$ cat src/rtl/bus_pkg.sv
// Shared datapath bus codes: source/destination select values and legality limits
// used by the transfer controller and the bus multiplexer.
package bus_pkg;

  localparam int SEL_W   = 5;
  localparam int NUM_DST = 24;

  // Bus sources driven onto the shared datapath bus
  localparam int SRC_R0      = 0;
  localparam int SRC_R15     = 15;
  localparam int SRC_HI      = 16;
  localparam int SRC_LO      = 17;
  localparam int SRC_ZHI     = 18;
  localparam int SRC_ZLO     = 19;
  localparam int SRC_PC      = 20;
  localparam int SRC_MDR     = 21;
  localparam int SRC_INPORT  = 22;
  localparam int SRC_SIGNEXT = 23;

  // Registers that can load from the bus
  localparam int DST_R0      = 0;
  localparam int DST_R15     = 15;
  localparam int DST_HI      = 16;
  localparam int DST_LO      = 17;
  localparam int DST_Y       = 18;
  localparam int DST_PC      = 19;
  localparam int DST_MDR     = 20;
  localparam int DST_MAR     = 21;
  localparam int DST_IR      = 22;
  localparam int DST_OUTPORT = 23;

  localparam int SRC_LAST = SRC_SIGNEXT;
  localparam int DST_LAST = DST_OUTPORT;

endpackage

$ cat src/rtl/cmd_fifo.sv
// Synchronous command FIFO: DEPTH entries of W bits, registered occupancy count.
// Pushes while full and pops while empty are ignored.
module cmd_fifo
  import bus_pkg::*;
#(
  parameter int DEPTH = 4,
  parameter int W     = 10
) (
  input  logic                     clk,
  input  logic                     clr_n,
  input  logic                     push,
  input  logic                     pop,
  input  logic [W-1:0]             din,
  output logic [W-1:0]             dout,
  output logic [$clog2(DEPTH):0]   count
);

  localparam int AW = $clog2(DEPTH);
  localparam int CW = AW + 1;

  logic [W-1:0]  mem [DEPTH];
  logic [AW-1:0] wr_ptr;
  logic [AW-1:0] rd_ptr;
  logic          do_push;
  logic          do_pop;

  assign do_push = push && (count < CW'(DEPTH));
  assign do_pop  = pop && (count != '0);
  assign dout    = mem[rd_ptr];

  // DEPTH is a power of two, so pointers wrap by natural overflow
  always_ff @(posedge clk or negedge clr_n) begin
    if (!clr_n) begin
      wr_ptr <= '0;
      rd_ptr <= '0;
      count  <= '0;
    end else begin
      if (do_push) wr_ptr <= wr_ptr + AW'(1);
      if (do_pop)  rd_ptr <= rd_ptr + AW'(1);
      count <= count + CW'(do_push) - CW'(do_pop);
    end
  end

  always_ff @(posedge clk) begin
    if (do_push) mem[wr_ptr] <= din;
  end

endmodule

$ cat src/rtl/bus_xfer_ctrl.sv
// Register-transfer issue controller: queues (src, dst) commands and issues one per
// cycle as a registered bus select plus a one-hot destination load pulse.
module bus_xfer_ctrl #(
  parameter int DEPTH   = 4,
  parameter int SEL_W   = bus_pkg::SEL_W,
  parameter int NUM_DST = bus_pkg::NUM_DST
) (
  input  logic                   clk,
  input  logic                   clr_n,
  input  logic                   cmd_valid,
  output logic                   cmd_ready,
  input  logic [SEL_W-1:0]       cmd_src,
  input  logic [SEL_W-1:0]       cmd_dst,
  input  logic                   stall,
  input  logic                   err_clr,
  output logic [SEL_W-1:0]       bus_sel,
  output logic [NUM_DST-1:0]     dst_ld,
  output logic                   xfer_active,
  output logic                   err_illegal,
  output logic [$clog2(DEPTH):0] fifo_count
);

  import bus_pkg::*;

  localparam int CW = $clog2(DEPTH) + 1;
  localparam logic [SEL_W-1:0] SRC_MAX = SEL_W'(SRC_LAST);
  localparam logic [SEL_W-1:0] DST_MAX = SEL_W'(DST_LAST);

  logic [2*SEL_W-1:0] head;
  logic [SEL_W-1:0]   head_src;
  logic [SEL_W-1:0]   head_dst;
  logic               push;
  logic               issue;
  logic               legal;

  // Handshake: a command transfers on any edge where cmd_valid && cmd_ready are both
  // high; cmd_ready comes from the registered count only, so it never depends on cmd_valid.
  assign cmd_ready = fifo_count < CW'(DEPTH);
  assign push      = cmd_valid && cmd_ready;

  cmd_fifo #(
    .DEPTH (DEPTH),
    .W     (2 * SEL_W)
  ) u_fifo (
    .clk   (clk),
    .clr_n (clr_n),
    .push  (push),
    .pop   (issue),
    .din   ({cmd_src, cmd_dst}),
    .dout  (head),
    .count (fifo_count)
  );

  assign head_src = head[2*SEL_W-1:SEL_W];
  assign head_dst = head[SEL_W-1:0];
  assign issue    = (fifo_count != '0) && !stall;
  assign legal    = (head_src <= SRC_MAX) && (head_dst <= DST_MAX);

  // bus_sel only moves on a legal issue so the bus stays stable between transfers
  always_ff @(posedge clk or negedge clr_n) begin
    if (!clr_n) begin
      bus_sel     <= '0;
      dst_ld      <= '0;
      err_illegal <= 1'b0;
    end else begin
      dst_ld <= '0;
      if (issue && legal) begin
        bus_sel <= head_src;
        dst_ld  <= NUM_DST'(1) << head_dst;
      end
      if (issue && !legal)
        err_illegal <= 1'b1;
      else if (err_clr)
        err_illegal <= 1'b0;
    end
  end

  assign xfer_active = |dst_ld;

endmodule
$ cat config.mk
export PLATFORM = sky130hd
export DESIGN_NAME = bus_xfer_ctrl
export DESIGN_NICKNAME = d
export VERILOG_FILES = /design/src/rtl/bus_pkg.sv /design/src/rtl/cmd_fifo.sv /design/src/rtl/bus_xfer_ctrl.sv
export SDC_FILE = /design/constraint.sdc
export NUM_CORES = 1
export LEC_CHECK = 0
export ABC_AREA = 1
export CELL_PAD_IN_SITES_DETAIL_PLACEMENT = 1
export CELL_PAD_IN_SITES_GLOBAL_PLACEMENT = 1
export CORE_MARGIN = 2
export CORE_UTILIZATION = 49
export CTS_CLUSTER_DIAMETER = 200
export DETAILED_ROUTE_END_ITERATION = 8
export DONT_BUFFER_PORTS = 1
export GPL_ROUTABILITY_DRIVEN = 0
export HOLD_SLACK_MARGIN = 0.12
export PLACE_DENSITY = 0.8
export SYNTH_ARGS = -nofsm -noshare
export SYNTH_HDL_FRONTEND = slang
export SYNTH_SLANG_ARGS = --single-unit
$ cat constraint.sdc
create_clock -name clk -period 2.86 [get_ports clk]
set_input_delay 0.572 -clock clk [delete_from_list [all_inputs] [get_ports clk]]
set_output_delay 0.572 -clock clk [all_outputs]
set_load 0.03 [all_outputs]
==> results_tabular.tex <==
\begin{tabular}{lr}
\hline
Metric & Value \\
\hline
\multicolumn{2}{l}{\textbf{Status}} \\
\quad Run status & finished, final reports clean \\
\multicolumn{2}{l}{\textbf{Finish}} \\
\quad Filler Cells Inserted & 680 \\
\quad Number of diodes added for antenna fixing & 0 \\
\quad Most common cell after layout, fill and taps aside & sky130\_fd\_sc\_hd\_\_nand2\_1 \\
\quad Layout-stage area growth over the synthesis result & 9.369\% \\
\quad Most frequent cells in the layout & 63 x sky130\_fd\_sc\_hd\_\_nand2\_1, 40 x sky130\_fd\_sc\_hd\_\_edfxtp\_1, 37 x sky130\_fd\_sc\_hd\_\_dfrtp\_1 \\
\quad Area of all placed cells without fillers & 3578 um2 \\
\quad Fraction of layout instances using a drive strength above 1 & 0.1443 \\
\quad Number of nets in the layout & 322 \\
\multicolumn{2}{l}{\textbf{Hold path}} \\
\quad HP Start & err\_clr \\
\quad Hold/Removal Path Class & in -> reg \\
\multicolumn{2}{l}{\textbf{Die}} \\
\quad Initial standard-cell utilization of the core & 0.5123 \\
\quad Core area & 6386 um2 \\
\quad X dimension of the die & 85.72 um \\
\quad Die ar. & 7347 um2 \\
\quad FP Rows & 29 \\
\quad Top-level port count & 50 \\
\quad Die extent in y & 85.72 um \\
\multicolumn{2}{l}{\textbf{Synthesis}} \\
\quad Warnings, synthesis & 0 \\
\quad Synthesized area & 3272 um2 \\
\quad Synth unique cells & 31 \\
\quad Flip-flop and latch count after synthesis & 77 \\
\quad Share of async-settable or async-resettable flops after synthesis & 0.4805 \\
\quad Synth Area per Inst & 11.36 um2 \\
\quad Flip-flop cell with the highest count after synthesis & sky130\_fd\_sc\_hd\_\_edfxtp\_1 \\
\quad Synthesized netlist cell count & 288 \\
\quad Synthesized Nets & 310 \\
\quad Number of enable-type register cells in the synthesized netlist & 40 \\
\quad Portion of the post-synthesis area used by sequential elements & 0.6501 \\
\multicolumn{2}{l}{\textbf{Worst setup path}} \\
\quad Sort of element at the end of the critical path & output pin \\
\quad Launching element type of the critical path & flop \\
\quad R2r startpoint & u\_fifo.count[1]\$\_DFF\_PN0\_ \\
\quad Start point of the critical path & dst\_ld[13]\$\_DFF\_PN0\_ \\
\quad Worst Path Arrival & 1.62 ns \\
\quad Maximum net fanout on the critical path & 2 \\
\quad Required time reported for the critical path endpoint & 2.29 ns \\
\quad Kind of critical path & reg -> out \\
\multicolumn{2}{l}{\textbf{Clock network}} \\
\quad Post-CTS repair timing setup buffer count & 0 \\
\quad Clock latency reported for the late side of the worst-skew pair & 0.35 ns \\
\quad Number of hold buffers added after cts & 2 \\
\quad Gates resized, CTS repair & 0 \\
\quad Clock input transition at the sequential cells of the worst setup and hold paths & 0.08 ns \\
\quad Maximum root-to-sink buffer count & 2 \\
\quad Clock root buffer & sky130\_fd\_sc\_hd\_\_clkbuf\_8 \\
\quad Number of clock sinks & 77 \\
\quad Clock tree from TritonCTS & yes \\
\quad TritonCTS Buffers & 9 \\
\quad H-tree depth & 3 \\
\multicolumn{2}{l}{\textbf{Timing}} \\
\quad Final number of setup-violating endpoints & 0 \\
\quad Clock Skews & 0.007607 ns \\
\quad Final hold viol count & 0 \\
\quad Final cycle utilization of the critical path & 0.7679 \\
\quad Smallest hold slack & 0.3057 ns \\
\quad Final max-slew violation count & 0 \\
\quad Setup TNS & 0 ns \\
\quad Worst slew margin & 0.4954 \\
\quad Pin slew with the least headroom to its limit & 0.7569 ns \\
\quad Highest clock frequency the design can meet & 455.3 MHz \\
\quad RSZ-0062 raised after global routing & no \\
\quad Time the final worst path needs with I/O delays and setup & 2.196 ns \\
\multicolumn{2}{l}{\textbf{Drt}} \\
\quad Routed Wire Length & 6155 um \\
\quad Wire per inst & 16.11 um \\
\quad DRC errors left & 0 \\
\quad DRT iter0 DRCs & 53 \\
\quad Count of TritonRoute iterations in the first routing pass & 4 \\
\quad Number of nets still failing antenna checks after routing & 0 \\
\quad Detailed-route via count & 1943 \\
\quad Vias per Instance & 5.086 \\
\multicolumn{2}{l}{\textbf{Global routing}} \\
\quad Via count of the first global-routing pass & 2098 \\
\quad Largest net degree at the start of global routing & 38 \\
\quad Remaining global-route overflow & 0 \\
\quad Antenna violations before repair & 0 \\
\quad Global-route wire length before repair & 10170 um \\
\quad Overall global routing resource usage & 0.1895 \\
\multicolumn{2}{l}{\textbf{Pwr}} \\
\quad Maximum VDD drop & 0.6351 mV \\
\quad P\_leak & 1.565 nW \\
\quad Cell Pwr Density & 1085 nW/um2 \\
\multicolumn{2}{l}{\textbf{Run}} \\
\quad Maximum Capacitance Violations & 0 \\
\multicolumn{2}{l}{\textbf{Place}} \\
\quad Port Buf Inserts & 0 \\
\quad Placement Cell Area & 3357 um2 \\
\quad Post-DP HPWL & 4349 um \\
\hline
\end{tabular}
-- stage by stage --
step                power, mW  std cells  utilization  worst slack (ns)
floorplan               2.841        288            -            0.3006
global placement        3.073        364       0.5257            0.7284
detailed placement      3.150        364       0.5257            0.6779
CTS                     3.956        382       0.5603            0.6077
global route            4.181        382       0.5603            0.5193
finish                  3.884        382       0.5603            0.6637
-- kinds of logic (layout without fill, tap and decap cells) --
| kind of cell | count (synthesis) | count (layout) | synth area share |
|---|---|---|---|
| and+or+nand+nor | 139 | 139 | 0.2122 |
| DFF | 77 | 77 | 0.6501 |
| buffers and inverters | 46 | 63 | 0.06348 |
| AOI/OAI and AO/OA | 14 | 14 | 0.03174 |
| adders and majority gates | 7 | 7 | 0.02906 |
| xor gates and xnor gates | 5 | 5 | 0.01338 |
-- power breakdown --
part / internal (mW) / switching (mW) / total (mW)
combinational: 0.416 / 0.970 / 1.39
sequential: 1.37 / 0.346 / 1.72
clock: 0.401 / 0.379 / 0.780
-- critical path, stage by stage (launching register included) --
cell	delay, ns
sky130_fd_sc_hd__dfrtp_1	0.49
sky130_fd_sc_hd__nor4_1	0.32
sky130_fd_sc_hd__and2_0	0.19
sky130_fd_sc_hd__nand3b_1	0.28
-- area by class of cell --
| type | count | area [um2] | share of cell area |
|---|---|---|---|
| Sequential cell | 77 | 2127 | 0.5944 |
| Inverter | 39 | 151.4 | 0.04231 |
| Clock buffer | 10 | 127.6 | 0.03566 |
| Tap cell | 77 | 96.34 | 0.02692 |
| Timing Repair Buffer | 8 | 75.07 | 0.02098 |
| Clock inverter | 6 | 63.81 | 0.01783 |
| Multi-Input combinational cell | 165 | 937.1 | 0.2619 |
-- Yosys cell counts, types with 3 or more instances --
master | n | area (um2)
sky130_fd_sc_hd__nor2_1 | 30 | 112.6
sky130_fd_sc_hd__o21ai_1 | 3 | 15.01
sky130_fd_sc_hd__ha_1 | 6 | 75.07
sky130_fd_sc_hd__buf_6 | 3 | 33.78
sky130_fd_sc_hd__nand3_1 | 14 | 70.07
sky130_fd_sc_hd__nand4_1 | 5 | 31.28
sky130_fd_sc_hd__nor4_1 | 6 | 37.54
sky130_fd_sc_hd__xor2_1 | 4 | 35.03
sky130_fd_sc_hd__nand2_2 | 6 | 37.54
sky130_fd_sc_hd__edfxtp_1 | 40 | 1201
sky130_fd_sc_hd__buf_2 | 3 | 15.01
sky130_fd_sc_hd__nand2_1 | 63 | 236.5
sky130_fd_sc_hd__nand4_4 | 3 | 63.81
sky130_fd_sc_hd__o211ai_1 | 6 | 45.04
sky130_fd_sc_hd__nand3_2 | 5 | 50.05
sky130_fd_sc_hd__inv_1 | 35 | 131.4
sky130_fd_sc_hd__dfrtp_1 | 37 | 925.9
-- per-layer routing --
layer | up-vias | part of all wire | GRT usage
met2 | 46 | 0.53 | 0.3381
met5 | - | 0 | 0
met4 | 0 | 0.014 | 0.06494
met3 | 9 | 0.059 | 0.06641
li1 | 964 | - | -
met1 | 924 | 0.40 | 0.2102
-- sequential cells by signal, summed over array words and instances (netlist names) --
signal / count
bus_sel: 5
dst_ld: 24
err_illegal: 1
u_fifo.count: 3
u_fifo.mem: 40
u_fifo.rd_ptr: 2
u_fifo.wr_ptr: 2
-- final timing paths --
path / endpoint / slack (ns) / cells past startpoint
worst min-delay path: err_illegal$_DFFE_PN0P_ / 0.31 / 1
worst max-delay path: xfer_active / 0.66 / 3
worst max register to register: u_fifo.count[2]$_DFF_PN0_ / 0.70 / 9
max in group asynchronous: u_fifo.wr_ptr[1]$_DFFE_PN0P_ / 2.00 / 2
min in group asynchronous: dst_ld[2]$_DFF_PN0_ / 0.68 / 2
worst min register to register: bus_sel[1]$_DFFE_PN0P_ / 0.65 / 4
Power figures use the tool's default switching activity.
